==> src/rtl/pipe_pkg.sv <==
// Shared types and defaults for the generic pipeline stage register.
package pipe_pkg;

  typedef enum logic [1:0] {
    EMPTY     = 2'd0,
    FULL      = 2'd1,
    SKID_FULL = 2'd2
  } pipe_state_t;

  // Replicated to CTRL_W bits wherever a bubble is inserted.
  localparam logic CTRL_BUBBLE = 1'b0;

  localparam int CTRL_W_DEF = 8;
  localparam int DEST_W_DEF = 4;
  localparam int DATA_W_DEF = 128;
  localparam int CNT_W_DEF  = 16;

endpackage

==> src/rtl/pipe_stage_reg_sat_counter.sv <==
// Saturating up-counter with synchronous clear; clear wins over increment.
module sat_counter #(
  parameter int WIDTH = 16
) (
  input  logic             clk,
  input  logic             rst,
  input  logic             inc,
  input  logic             clr,
  output logic [WIDTH-1:0] count
);

  logic [WIDTH-1:0] r_count;

  always_ff @(posedge clk) begin
    if (rst || clr) begin
      r_count <= '0;
    end else if (inc && (r_count != {WIDTH{1'b1}})) begin
      r_count <= r_count + 1'b1;
    end
  end

  assign count = r_count;

endmodule

==> src/rtl/pipe_stage_reg.sv <==
// Generic ready/valid pipeline stage: main entry plus optional skid entry,
// bubble-zeroed control field and a saturating stall-cycle counter.
module pipe_stage_reg
  import pipe_pkg::*;
#(
  parameter int CTRL_W = CTRL_W_DEF,
  parameter int DEST_W = DEST_W_DEF,
  parameter int DATA_W = DATA_W_DEF,
  parameter int SKID   = 1,
  parameter int CNT_W  = CNT_W_DEF
) (
  input  logic              clk,
  input  logic              rst,
  input  logic              flush,
  input  logic              in_valid,
  output logic              in_ready,
  input  logic [CTRL_W-1:0] in_ctrl,
  input  logic [DEST_W-1:0] in_dest,
  input  logic [DATA_W-1:0] in_data,
  output logic              out_valid,
  input  logic              out_ready,
  output logic [CTRL_W-1:0] out_ctrl,
  output logic [DEST_W-1:0] out_dest,
  output logic [DATA_W-1:0] out_data,
  input  logic              clr_stats,
  output logic [CNT_W-1:0]  stall_cycles
);

  pipe_state_t r_state;
  pipe_state_t w_state_next;

  logic              r_out_valid;
  logic [CTRL_W-1:0] r_out_ctrl;
  logic [DEST_W-1:0] r_out_dest;
  logic [DATA_W-1:0] r_out_data;
  logic [CTRL_W-1:0] r_skid_ctrl;
  logic [DEST_W-1:0] r_skid_dest;
  logic [DATA_W-1:0] r_skid_data;

  logic w_in_ready;
  logic w_in_fire;
  logic w_out_fire;
  logic w_load_main_in;
  logic w_load_main_skid;
  logic w_load_skid;

  always_ff @(posedge clk) begin
    if (rst) begin
      r_state <= EMPTY;
    end else begin
      r_state <= w_state_next;
    end
  end

  // With SKID=0 a FULL stage only accepts when out_ready is high, so the
  // in_fire & !out_fire branch below is reachable only in the skid variant.
  always_comb begin
    w_state_next     = r_state;
    w_load_main_in   = 1'b0;
    w_load_main_skid = 1'b0;
    w_load_skid      = 1'b0;
    if (flush) begin
      w_state_next = EMPTY;
    end else begin
      case (r_state)
        EMPTY: begin
          if (w_in_fire) begin
            w_state_next   = FULL;
            w_load_main_in = 1'b1;
          end
        end
        FULL: begin
          if (w_in_fire && w_out_fire) begin
            w_load_main_in = 1'b1;
          end else if (w_in_fire) begin
            w_state_next = SKID_FULL;
            w_load_skid  = 1'b1;
          end else if (w_out_fire) begin
            w_state_next = EMPTY;
          end
        end
        SKID_FULL: begin
          if (w_out_fire) begin
            w_state_next     = FULL;
            w_load_main_skid = 1'b1;
          end
        end
        default: w_state_next = EMPTY;
      endcase
    end
  end

  always_comb begin
    w_in_fire  = in_valid && w_in_ready;
    w_out_fire = r_out_valid && out_ready;
  end

  generate
    if (SKID != 0) begin : g_skid
      logic r_in_ready;
      always_ff @(posedge clk) begin
        if (rst) begin
          r_in_ready <= 1'b1;
        end else begin
          r_in_ready <= (w_state_next != SKID_FULL);
        end
      end
      assign w_in_ready = r_in_ready;
    end else begin : g_noskid
      assign w_in_ready = !r_out_valid || out_ready;
    end
  endgenerate

  always_ff @(posedge clk) begin
    if (rst) begin
      r_out_valid <= 1'b0;
      r_out_ctrl  <= '0;
      r_out_dest  <= '0;
      r_out_data  <= '0;
      r_skid_ctrl <= '0;
      r_skid_dest <= '0;
      r_skid_data <= '0;
    end else begin
      r_out_valid <= (w_state_next != EMPTY);
      // Bubbles always carry a zero control field; dest/data simply hold.
      if (w_state_next == EMPTY) begin
        r_out_ctrl <= {CTRL_W{CTRL_BUBBLE}};
      end else if (w_load_main_in) begin
        r_out_ctrl <= in_ctrl;
      end else if (w_load_main_skid) begin
        r_out_ctrl <= r_skid_ctrl;
      end
      if (w_load_main_in) begin
        r_out_dest <= in_dest;
        r_out_data <= in_data;
      end else if (w_load_main_skid) begin
        r_out_dest <= r_skid_dest;
        r_out_data <= r_skid_data;
      end
      if (w_load_skid) begin
        r_skid_ctrl <= in_ctrl;
        r_skid_dest <= in_dest;
        r_skid_data <= in_data;
      end
    end
  end

  sat_counter #(
    .WIDTH(CNT_W)
  ) u_stall_cnt (
    .clk  (clk),
    .rst  (rst),
    .inc  (r_out_valid && !out_ready),
    .clr  (clr_stats),
    .count(stall_cycles)
  );

  assign in_ready  = w_in_ready;
  assign out_valid = r_out_valid;
  assign out_ctrl  = r_out_ctrl;
  assign out_dest  = r_out_dest;
  assign out_data  = r_out_data;

endmodule
==> config.mk <==
export PLATFORM = sky130hd
export DESIGN_NAME = pipe_stage_reg
export DESIGN_NICKNAME = d
export VERILOG_FILES = /design/src/rtl/pipe_pkg.sv /design/src/rtl/pipe_stage_reg_sat_counter.sv /design/src/rtl/pipe_stage_reg.sv
export SDC_FILE = /design/constraint.sdc
export NUM_CORES = 1
export LEC_CHECK = 0
export CORE_MARGIN = 3
export CORE_UTILIZATION = 49
export DETAILED_ROUTE_END_ITERATION = 8
export GPL_TIMING_DRIVEN = 0
export PLACE_DENSITY = 0.81
export SLEW_MARGIN = 30
export SYNTH_ARGS = -nofsm -noshare
export SYNTH_HDL_FRONTEND = slang
export SYNTH_SLANG_ARGS = --single-unit
==> constraint.sdc <==
create_clock -name clk -period 2.5 [get_ports clk]
set_input_delay 0.5 -clock clk [delete_from_list [all_inputs] [get_ports clk]]
set_output_delay 0.5 -clock clk [all_outputs]
set_load 0.01 [all_outputs]
* After elaboration in Yosys (flattened, before gate mapping)
Cells that the tools add are included.
** Cells by class
- Equal/unequal tests :: 4
- $add $sub $neg :: 1
- Reductions and logical operators :: 12
- Mux-type cells :: 23
** Operator list (count)
- 128-bit two-way mux :: 2
- 16-bit by 1-bit adder with 16-bit output (second input constant) :: 1
- 8-bit two-way mux :: 2
- 16-bit != test (second input constant) :: 1
- 2-bit two-way mux :: 6
- 1-bit two-way mux :: 9
- 4-bit two-way mux :: 2
- 2-bit case mux with 3 select lines :: 1
- 1-bit logical AND :: 5
- 2-bit zero test :: 2
- 2-bit nonzero test :: 2
- 2-bit by 1-bit == test with 1-bit output (second input constant) :: 1
- 2-bit == test (second input constant) :: 1
- 2-bit != test (second input constant) :: 1
- 1-bit case mux with 2 select lines :: 1
- 2-bit OR reduction :: 1
- 1-bit zero test :: 1
- 1-bit logical OR :: 1
** Word-level totals
- Output and inout bits :: 158
- Logic and storage cells :: 50
- Input port bits :: 146
- Flip-flop bits (word level) :: 300

* Depth between registers and ports, before layout
- Word-level depth :: 8
- Mapped depth :: 8

* By module
From an unflattened synthesis, not the netlist that was laid out.
** Second synthesis, totals
- Cells, all modules :: 1586
- Area total of the unflattened synthesis :: 13108.8 µm²
** By module, submodules not included
- pipe_stage_reg :: cells each 1491, instances 1, sequential area each 5685.5 µm², area an instance 12261.8 µm²
- sat_counter :: cells each 95, instances 1, sequential area each 320.3 µm², area an instance 847.1 µm²

* Worst setup path before layout
Ideal clock, no wire load.
- Kind :: input-to-reg
- From :: input port flush
- To :: register r_out_data[48] (netlist: out_data[48])
- Data arrival time :: 1.821 ns
- Stages on the path :: 7
- Setup time :: 0.134 ns
- Setup slack :: 0.545 ns
- Cell sequence :: clkbuf_1 -> or4b_1 -> buf_4 -> buf_2 -> buf_1 -> nor2_1 -> a211oi_1
** On the way
- Cells in the longest elaborated chain, start to end :: 2
** RTL lines
- start, declared :: RTL line pipe_stage_reg.sv:14 : input logic flush,
- 1-bit two-way mux :: RTL line pipe_stage_reg.sv:62 : if (flush) begin
- 128-bit two-way mux or 2-bit nonzero test (tied branches)
- end signal, assigned :: RTL line pipe_stage_reg.sv:135 : r_out_data <= in_data;
- end signal, assigned :: RTL line pipe_stage_reg.sv:138 : r_out_data <= r_skid_data;
- end, declared :: RTL line pipe_stage_reg.sv:35 : logic [DATA_W-1:0] r_out_data;
Parallel ways exist; a longest one is shown, timed or not.
A chain may end at the register's enable or synchronous reset.

* Final worst setup path
- From :: input port out_ready
- To :: register r_skid_data[74]
** On the way
- Cells in the longest elaborated chain, start to end :: 5
** RTL lines
- start, declared :: RTL line pipe_stage_reg.sv:21 : input logic out_ready,
- 1-bit logical AND :: RTL line pipe_stage_reg.sv:95 : w_out_fire = r_out_valid && out_ready;
- 1-bit logical AND :: RTL line pipe_stage_reg.sv:73 : if (w_in_fire && w_out_fire) begin
- 1-bit two-way mux :: RTL line pipe_stage_reg.sv:73
- 1-bit two-way mux :: RTL line pipe_stage_reg.sv:65 : case (r_state)
- 1-bit two-way mux :: RTL line pipe_stage_reg.sv:62
- end signal, assigned :: RTL line pipe_stage_reg.sv:143 : r_skid_data <= in_data;
- end, declared :: RTL line pipe_stage_reg.sv:38 : logic [DATA_W-1:0] r_skid_data;
Every way passes these cells.

==> results by group <==
Routing
  – DRT met1 WL: 15.2 mm
  – DR pass1 iterations: 7
  – Detailed Route Iter0 Violations: 881
  – Final ANT Viol Nets: 0
  – Max Used Layer: met4
  – Drt wl/cell: 17.5 um
  – Via density: 5.48
  – Detailed Route WL: 35.5 mm
  – Routed wl met2: 16.7 mm
  – Metal3 WL: 3.09 mm
  – Remaining routing DRC violations: 0
  – Via count: 11.1k

Layout
  – Share of layout cells above drive strength 1: 9.30%
  – Fin util: 69.4%
  – Post-route cell area: 16600 um2
  – Finished Layout Cells: 2029
  – # fillers: 1847
  – Area Growth Syn to Fin: 37.2%
  – Nets: 1833

Clock network
  – Total CTS buffers: 31
  – Post-CTS sizing: 0
  – Worst-Skew Late Latency: 0.54 ns
  – CTS sink count: 300
  – Reg clk slew, reported paths: 0.06 ns
  – Hold Buf Count CTS: 0
  – CTS Root Buffer Type: clkbuf_16
  – Max Root-Sink Buffers: 3
  – Post CTS Setup Buffer Count: 0
  – H-tree Lvls: 1
  – CTS tree: done

Synth
  – Syn Area/Cell: 8.95 um2
  – Post-synthesis mux area share: 12.1%
  – Yosys warnings: 0
  – Syn_nets: 1498
  – Synth Cell Area: 12100 um2
  – Cells after Synth: 1351
  – Synth top area cells: dfxtp_1 50%, mux2i_1 12%, nand2_1 9.1%
  – Synth Area in Simple Gates: 15.9%
  – Yosys cell types: 44
  – Area share of xor/xnor cells in the synthesized design: 0%
  – Asr flop ratio synth: 0%
  – Area share of fa/ha/maj cells after synthesis: 0.103%
  – Sequential fraction of the synthesis area: 49.7%
  – Area share of the largest cell type after synthesis: 49.7%
  – Synth Area in Compound Gates: 17.8%
  – Cell taking the most area after synthesis: dfxtp_1
  – Number of synthesized flops with an enable pin: 0
  – Largest family of logic cells by synthesized area: compound AO/OA/AOI/OAI gates
  – Ys flop type: dfxtp_1
  – Flops & latches, synth: 300

Critical path
  – Arrival time worst endpoint: 2.79 ns
  – Largest stage delay on the critical path: 0.58 ns
  – Reg2reg setup slack: 0.22 ns
  – Max FO, Critical Path: 10
  – Reg2Reg Depth: 6
  – Top cell by count, worst path: buf_2
  – Critical Path RT: 2.96 ns
  – CP max stage cell: nor4_2
  – Startpoint types: input pin
  – Start point of the critical path: out_ready
  – Critical path capture point type: register
  – Critical path endpoint: r_skid_data[74]
  – CP Class: in2reg
  – RR Endpoint: r_skid_data[74]
  – Worst R2R Start: r_state[0]
  – CP Cell Sequence: clkdlybuf4s50_1, a21bo_2, nor4_2, buf_2, buf_2, nand2_1, a21oi_1

Timing
  – Period utilization: 93.2%
  – Setup TNS Final: 0 ns
  – Clk_skew: 0.00872 ns
  – Final WS setup: 0.170 ns
  – Slew Viols, Final: 0
  – Setup violations, final: 0
  – Final hold vios: 0
  – Worst-Margin Slew: 0.827 ns
  – Fmax: 0.429 GHz
  – Max-slew headroom at the worst pin: 44.9%
  – RSZ-0062 raised after global routing: false
  – Final period demand of the worst path: 2.33 ns

Die
  – Io pins: 304
  – Rows: 56
  – Die Ht: 163 um
  – Die area: 26600 um2
  – Starting Density: 50.6%
  – DIE WIDTH: 163 um
  – Core Footprint: 23900 um2

Job
  – Total of max-cap violations: 0

Global routing
  – Global-route wire length before repair: 56.3 mm
  – Largest net degree at the start of global routing: 15
  – Gr usage total: 25.6%
  – Initial antenna violation count: 1
  – Vias in the first global route: 10.7k
  – GRT overflow: 0

Placed design
  – Final HPWL DP: 24.8 mm
  – Placed Area: 15500 um2
  – DP Worst Slack: -0.503 ns
  – Placed instance count: 1972
  – I/O Buffers: 302
  – GPL Wtd Cong: 0.842

Power and ir drop
  – Power Density: 672 nW/um2
  – Worst vdd ir: 490 uV
  – Leak pwr: 5.48 nW

Outcome
  – Status: finished, final reports clean

Min path
  – Worst Hold Class: in2reg
## area by class of cell
type | instances | area (um2) | area share [%]
sequential | 300 | 6010 | 36.2
buffer | 114 | 527 | 3.17
clock buffer | 45 | 928 | 5.60
tap | 319 | 399 | 2.41
timing repair buffer | 302 | 3020 | 18.2
clock inverter | 11 | 135 | 0.814
antenna | 1 | 2.50 | 0.0151
inverter | 4 | 15.0 | 0.0905
multi-input combinational | 933 | 5560 | 33.5
## report_power, final
group	total (W)	switching [W]	internal [W]	leakage [nW]
Combinational	0.00131	0.000628	0.000679	2.52
Sequential	0.00510	0.000118	0.00498	2.44
Clock	0.00475	0.00188	0.00287	0.525
Total	0.0111	0.00263	0.00852	5.48
## per-layer routing
| metal | global-route usage (%) | vias to the layer above |
|---|---|---|
| li1 | - | 5360 |
| met1 | 33.8 | 5297 |
| met2 | 43.3 | 408 |
| met3 | 6.31 | 53 |
| met4 | 4.34 | 0 |
| met5 | 0 | - |
## critical path: cells and delay by family
kind,cells,cell delay (ns)
AND/OR/NAND/NOR,2,0.66
buffers and inverters,3,1.21
AO/OA/AOI/OAI,2,0.41
## synth_stat cells (all sizes together), types with 4 or more instances
| library cell | n |
|---|---|
| nor4 | 4 |
| or3 | 6 |
| dfxtp | 300 |
| o21ai | 4 |
| or4 | 6 |
| clkbuf | 50 |
| a21oi | 149 |
| nor2 | 144 |
| a211oi | 142 |
| buf | 64 |
| nand2 | 293 |
| inv | 4 |
| mux2i | 145 |
| nand4 | 4 |
## flip-flops by register name (all words and copies together) (netlist names)
signal             count
out_dest               4
out_ctrl               8
r_skid_ctrl            8
in_ready               1
r_skid_data          128
r_skid_dest            4
out_data             128
out_valid              1
r_state                2
u_stall_cnt.count     16
## kinds of logic (layout without fill, tap and decap cells)
| logic type | Yosys count | count (layout) |
|---|---|---|
| other | 0 | 1 |
| DFF | 300 | 300 |
| and+or+nand+nor | 477 | 477 |
| buffers and inverters | 118 | 476 |
| adders and majority gates | 1 | 1 |
| muxes | 146 | 146 |
| AOI/OAI and AO/OA | 309 | 309 |
## worst min-delay path by stage
stage,depth (start not counted),end,slack (ns),startpoint
2_1_floorplan,2,r_skid_ctrl[0],0.44,r_skid_ctrl[0]
3_3_place_gp,2,r_skid_data[21],0.44,r_skid_data[21]
3_5_place_dp,2,r_skid_data[88],0.45,r_skid_data[88]
4_1_cts,2,r_state[0],0.36,flush
5_1_grt,2,r_state[0],0.39,flush
6_report,2,r_state[0],0.39,flush
## cell usage in the layout, fill, tap and decap left out, types with 4 or more instances in the layout
cell type | Yosys | layout
a211oi_1 | 102 | 102
a211oi_2 | 40 | 40
a21oi_1 | 149 | 149
buf_1 | 7 | 7
buf_2 | 50 | 50
buf_4 | 5 | 5
clkbuf_1 | 50 | 52
clkbuf_16 | 0 | 31
clkbuf_8 | 0 | 10
clkdlybuf4s50_1 | 0 | 302
clkinv_2 | 0 | 6
dfxtp_1 | 300 | 300
inv_1 | 4 | 4
mux2i_1 | 145 | 145
nand2_1 | 293 | 293
nor2_1 | 144 | 144
or3_1 | 6 | 6
or4_1 | 6 | 6
## per-stage QoR
stage,total power (W),hold WS [ns]
floorplan,0.00572,0.436
global placement,0.00647,0.441
detailed placement,0.00649,0.446
CTS,0.0112,0.357
global route,0.0115,0.392
finish,0.0111,0.387
Note: power is estimated with default switching activity, not from simulation.
